File: src/rtl/text_buf_loader.sv
// Copies one ROM message into a 32-column row of the character buffer.
// Buffer writes happen only during vertical blanking.
module text_buf_loader #(
    parameter int unsigned MSG_COUNT  = 4,
    parameter logic [7:0]  BLANK_CHAR = 8'h20,
    parameter logic [7:0]  TERM_CHAR  = 8'h00
) (
    input  logic       clk,
    input  logic       rst,
    input  logic       vblnk,
    input  logic       msg_req,
    input  logic [1:0] msg_id,
    input  logic [2:0] msg_row,
    output logic       busy,
    output logic       msg_ack,
    output logic [6:0] msg_rom_addr,
    input  logic [7:0] msg_rom_data,
    output logic       buf_we,
    output logic [7:0] buf_addr,
    output logic [7:0] buf_wdata
);

    typedef enum logic [1:0] {
        IDLE,
        WAIT_VBL,
        FETCH,
        WRITE
    } state_t;

    state_t     state_q, state_d;
    logic [4:0] col_q, col_d;
    logic       pad_q, pad_d;
    logic [1:0] id_q, id_d;
    logic [2:0] row_q, row_d;
    logic       busy_q, busy_d;
    logic       ack_q, ack_d;
    logic       we_q, we_d;
    logic [6:0] rom_addr_q, rom_addr_d;
    logic [7:0] baddr_q, baddr_d;
    logic [7:0] wdata_q, wdata_d;
    logic       is_term;

    assign is_term = (msg_rom_data == TERM_CHAR);

    always_comb begin
        state_d    = state_q;
        col_d      = col_q;
        pad_d      = pad_q;
        id_d       = id_q;
        row_d      = row_q;
        busy_d     = busy_q;
        ack_d      = 1'b0;
        we_d       = 1'b0;
        rom_addr_d = rom_addr_q;
        baddr_d    = baddr_q;
        wdata_d    = wdata_q;
        unique case (state_q)
            IDLE: begin
                // busy stays high through the ack cycle, then follows msg_req
                busy_d = msg_req;
                if (msg_req) begin
                    id_d    = msg_id;
                    row_d   = msg_row;
                    col_d   = 5'd0;
                    pad_d   = ({30'd0, msg_id} >= MSG_COUNT);
                    state_d = WAIT_VBL;
                end
            end
            WAIT_VBL: begin
                if (vblnk) begin
                    rom_addr_d = {id_q, col_q};
                    state_d    = FETCH;
                end
            end
            FETCH: begin
                state_d = vblnk ? WRITE : WAIT_VBL;
            end
            WRITE: begin
                if (!vblnk) begin
                    state_d = WAIT_VBL;
                end else begin
                    we_d    = 1'b1;
                    baddr_d = {col_q, row_q};
                    wdata_d = (pad_q || is_term) ? BLANK_CHAR : msg_rom_data;
                    if (is_term) begin
                        pad_d = 1'b1;
                    end
                    if (col_q == 5'd31) begin
                        ack_d   = 1'b1;
                        state_d = IDLE;
                    end else begin
                        col_d      = col_q + 5'd1;
                        rom_addr_d = {id_q, col_q + 5'd1};
                        state_d    = FETCH;
                    end
                end
            end
            default: state_d = IDLE;
        endcase
    end

    always_ff @(posedge clk or negedge rst) begin
        if (!rst) begin
            state_q    <= IDLE;
            col_q      <= 5'd0;
            pad_q      <= 1'b0;
            id_q       <= 2'd0;
            row_q      <= 3'd0;
            busy_q     <= 1'b0;
            ack_q      <= 1'b0;
            we_q       <= 1'b0;
            rom_addr_q <= 7'd0;
            baddr_q    <= 8'd0;
            wdata_q    <= 8'd0;
        end else begin
            state_q    <= state_d;
            col_q      <= col_d;
            pad_q      <= pad_d;
            id_q       <= id_d;
            row_q      <= row_d;
            busy_q     <= busy_d;
            ack_q      <= ack_d;
            we_q       <= we_d;
            rom_addr_q <= rom_addr_d;
            baddr_q    <= baddr_d;
            wdata_q    <= wdata_d;
        end
    end

    assign busy         = busy_q;
    assign msg_ack      = ack_q;
    assign buf_we       = we_q;
    assign msg_rom_addr = rom_addr_q;
    assign buf_addr     = baddr_q;
    assign buf_wdata    = wdata_q;

endmodule

File: config.mk
export PLATFORM = sky130hd
export DESIGN_NAME = text_buf_loader
export DESIGN_NICKNAME = d
export VERILOG_FILES = /design/src/rtl/text_buf_loader.sv
export SDC_FILE = /design/constraint.sdc
export NUM_CORES = 1
export LEC_CHECK = 0
export ABC_AREA = 0
export CAP_MARGIN = 10
export CORE_ASPECT_RATIO = 1.75
export CORE_MARGIN = 5
export CORE_UTILIZATION = 35
export CTS_CLUSTER_SIZE = 24
export DETAILED_ROUTE_END_ITERATION = 16
export GPL_TIMING_DRIVEN = 0
export PLACE_DENSITY = 0.68
export SYNTH_ARGS = -nofsm -noshare
export SYNTH_HDL_FRONTEND = slang
export SYNTH_SLANG_ARGS = --single-unit
File: constraint.sdc
create_clock -name clk -period 2.4 [get_ports clk]
set_input_delay 0.36 -clock clk [delete_from_list [all_inputs] [get_ports clk]]
set_output_delay 0.36 -clock clk [all_outputs]
set_load 0.05 [all_outputs]
# [After elaboration in Yosys (flattened, before gate mapping)]
# Index checks and enable logic that the tools add are counted.
[totals] ff_bits=39 input_bits=17 out_inout_bits=26 elab_cells=56
[classes] add_sub_neg=1 eq_ne=9 muxes=24 n_reduce_logical=11
[ops] op="7-bit two-way mux" count=3
[ops] op="5-bit two-way mux" count=3
[ops] op="7-bit one-hot mux with 2 select lines" count=1
[ops] op="4-bit AND reduction" count=3
[ops] op="2-bit two-way mux" count=5
[ops] op="2-bit inequality test, second input constant" count=5
[ops] op="5-bit one-hot mux with 2 select lines" count=1
[ops] op="8-bit zero test" count=1
[ops] op="1-bit two-way mux" count=8
[ops] op="8-bit two-way mux" count=1
[ops] op="2-bit one-hot mux with 4 select lines" count=1
[ops] op="2-bit AND reduction" count=3
[ops] op="5-bit by 1-bit adder with 5-bit output, second input constant" count=1
[ops] op="5-bit == test, second input constant" count=1
[ops] op="2-bit == test, second input constant" count=2
[ops] op="2-bit nonzero test" count=2
[ops] op="2-bit by 1-bit == test with 1-bit output, second input constant" count=1
[ops] op="2-bit zero test" count=1
[ops] op="1-bit one-hot mux with 2 select lines" count=1
[ops] op="1-bit logical OR" count=1

# [Longest topological paths before layout]
[logic_depth] word_depth=4 ltp_mapped=7 ltp_nobuf=6

# [Least setup slack after synthesis]
# OpenSTA, ideal clock, no wires.
[synth_timing] path_type="register to register" from="register col_q[0]" to="register col_q[0]" setup_ns=0.127 arrival_time_ns=1.670 required_time_ns=2.273 path_slack_ns=0.603 stages_incl_launch_ff=7 n_path_buf=0 period_less_slack_ns=1.797 path_cell_list="dfrtp_1 ha_1 and3_1 ha_1 nand4b_1 nand2_4 mux2_1"
[synth_between] elab_chain_len=4 elab_cells_between_ends=7 classes_between="add/sub: 1; eq/ne: 2; mux: 3; reduce/logical: 1"
[synth_rtl] element="from (decl)" line_no="31" rtl="logic [4:0] col_q, col_d;"
[synth_rtl] element="from (signal assigned)" line_no="117" rtl="col_q <= col_d;"
[synth_rtl] element="5-bit by 1-bit adder with 5-bit output" line_no="92" rtl="col_d = col_q + 5'd1;"
[synth_rtl] element="5-bit two-way mux" line_no="88" rtl="if (col_q == 5'd31) begin"
[synth_rtl] element="5-bit two-way mux" line_no="79" rtl="if (!vblnk) begin"
[synth_rtl] element="5-bit one-hot mux with 2 select lines" line_no="57" rtl="unique case (state_q)"
# Parallel ways exist; a longest one is shown, timed or not. The select of a mux whose other input is x is not followed.
# A chain may end at the register's enable or synchronous reset.

# [Final worst setup path]
[layout_timing] from="register col_q[1]" to="register col_q[0]"
[layout_between] elab_chain_len=3
[layout_rtl] element="5-bit == test" line_no="88"
[layout_rtl] element="2-bit inequality test (no source line)"
[layout_rtl] element="4-bit AND reduction (no source line)"
# Every way passes these cells.

==> summary.txt <==
Run status
  • Status: complete, no violations

CTS
  • Clk Latency, worst-skew pair: 0.29 ns
  • Clock sink count: 39
  • Clk buf depth: 2
  • CTS tree: yes
  • Clock transition at path regs: 0.07 ns
  • Hold Buf Count CTS: 0
  • Post_cts resized: 0
  • CTS Buf Count: 5
  • Setup repair bufs after CTS: 0
  • H-Tree Depth: 2
  • Root Driver: clkbuf_8

Routing
  • Vias per cell: 4.89
  • WL/cell: 13.6 um
  • DRT iter0 DRCs: 24
  • Final wirelength: 3610 um
  • Detailed-router iteration count before antenna repair: 4
  • Via count: 1296
  • Routed Antenna Nets: 0
  • DRC Markers: 0

Final layout
  • Ant diodes: 0
  • Layout Nets: 232
  • Most common library cell in the layout ignoring fill and taps: nand2_1
  • Commonest cells after routing, fill and taps aside: 43 x nand2_1, 41 x clkdlybuf4s50_1, 39 x dfrtp_1, 8 x o21ai_0
  • Final Util: 48.2%
  • Share of layout cells above drive strength 1: 9.86%
  • Area Overhead vs Synth: 34.4%
  • Finished Cell Area: 2270 um^2

Floorplanning
  • Rows: 33
  • Core area: 4710 um^2
  • Die width: 62.5 um
  • Die height: 102 um
  • I/O pins: 43
  • Starting Density: 35.9%
  • Total die area: 6370 um^2

Synthesis
  • Sequential share of the synthesized area: 57.8%
  • Post-synth EDFFs: 0
  • Avg Cell Area, Syn: 10.4 um^2
  • Post-synthesis cell area: 1690 um^2
  • YS warnings: 0
  • Main synth FF type: dfrtp_1
  • Netlist cell types: 34
  • Gate Count Post-Synth: 163
  • Register bit total from synthesis: 39
  • Fraction of registers with async set/reset: 100%
  • Syn nets: 183

STA
  • Setup Viol. Count Final: 0
  • Setup ws final: 0.422 ns
  • Rel. slew slack: 42.0%
  • Fin crit period: 1.98 ns
  • Least-Margin Pin Slew: 0.869 ns
  • Final Slew Violations: 0
  • RSZ-0062 raised after global routing: no
  • Fmax: 506 MHz
  • Final Skew: 0.00575 ns
  • Hold slack final: 0.174 ns
  • Fin crit share: 82.4%
  • Fin. Hold Viols: 0

Worst setup path
  • Worst Setup Path Type: reg -> reg
  • CP Max Fanout: 5
  • Worst Path Arrival: 2.15 ns
  • Worst Path Required: 2.57 ns
  • Setup crit end kind: flip-flop
  • Slowest stage cell, crit path: dfrtp_1
  • Worst Path Buf+Inv: 0
  • FF-to-FF setup slack: 0.42 ns
  • Top Family by Delay on Critical Path: simple AND/OR/NAND/NOR gates
  • Crit start category: flip-flop
  • Critical Path Max Stage Delay: 0.43 ns
  • CP Cell Sequence: ha_1, and3_1, ha_1, nand4b_1, nand2_4, mux2_1
  • Most frequent CP cell: ha_1

Placed design
  • PortBufs: 42
  • Detail Placement HPWL: 2680 um
  • Dpl cell area: 2170 um^2
  • Worst slack at placement: 0.438 ns
  • Final GP Congestion: 0.749

Worst hold path
  • HP Class: in -> async

Power
  • Power Density: 997 nW/um^2
  • Worst VDD drop: 0.632 mV
  • Leakage: 1.08 nW

GRT
  • First-pass GRT wire length: 6190 um
  • Congestion Overflow GR: 0
  • Largest net degree at the start of global routing: 40
  • Initial antenna violation count: 0
  • GRT Overall Usage: 12.3%
  • Vias in the first global route: 1319

Job
  • MaxCap Viol Count: 0
-- path summary, 6_finish.rpt --
path / from / endpoint / cells after the start
setup / recovery: col_q[1] / col_q[0] / 6
hold / removal: rst / row_q[2] / 1
setup reg to reg: col_q[1] / col_q[0] / 6
hold reg to reg: row_q[0] / buf_addr[0] / 2
max in group asynchronous: rst / buf_addr[0] / 1
min in group clk: row_q[0] / buf_addr[0] / 2
-- synthesized netlist by cell type, drive strengths merged, types with 2 or more instances --
master  count  area, um^2
dfrtp      39         976
nor2        5        18.8
and2        4        25.0
nand3       3        20.0
ha          3        37.5
mux2        6        78.8
o21ai      13        65.1
a31oi       2        12.5
nand2b      7        43.8
a21oi       4        20.0
buf         6        36.3
inv         8        30.0
nor4        2        12.5
mux2i       3        30.0
nand2      44         173
and3        3        18.8
-- cells by family after synthesis --
logic type / Yosys count / share of synthesized area, %
AO/OA/AOI/OAI: 24 / 8.22
XOR/XNOR: 1 / 0.519
adder cells (fa/ha/maj): 3 / 2.22
buffers and inverters: 14 / 3.93
flip-flops: 39 / 57.8
multiplexers: 9 / 6.44
AND/OR/NAND/NOR: 73 / 20.9
-- report_power, final --
| part | total [mW] | switching [mW] | internal [mW] |
|---|---|---|---|
| logic | 0.894 | 0.583 | 0.310 |
| registers | 0.888 | 0.0827 | 0.805 |
| clock network | 0.481 | 0.218 | 0.262 |
-- stage by stage --
stage	TNS (ns)	instances	total power, mW
finish	0	265	2.26
global route	0	265	2.39
CTS	0	265	2.30
detailed placement	0	257	1.81
global placement	-0.468	257	1.79
floorplan	0	163	1.48
-- cell type report --
cell class	instances	area [um^2]
fillers	488	2440
flip-flops and latches	39	976
multi-input cells	110	647
repair buffers	42	415
clock buffers	8	100
well taps	52	65.1
plain buffers	6	36.3
inverters	8	30.0
-- registers in the layout (all words and copies together) (netlist names) --
register	cells
msg_rom_addr	7
id_q	2
row_q	3
busy	1
msg_ack	1
state_q	2
buf_wdata	8
buf_we	1
col_q	5
buf_addr	8
pad_q	1
-- layer usage --
layer / global-route usage (%) / up-vias / routed length, um
met5: 0 / - / 0
met2: 21.5 / 31 / 1940
met3: 3.63 / 6 / 181
met1: 13.2 / 618 / 1430
met4: 6.54 / 0 / 70
li1: - / 641 / -
(Power assumes the default switching activity.)
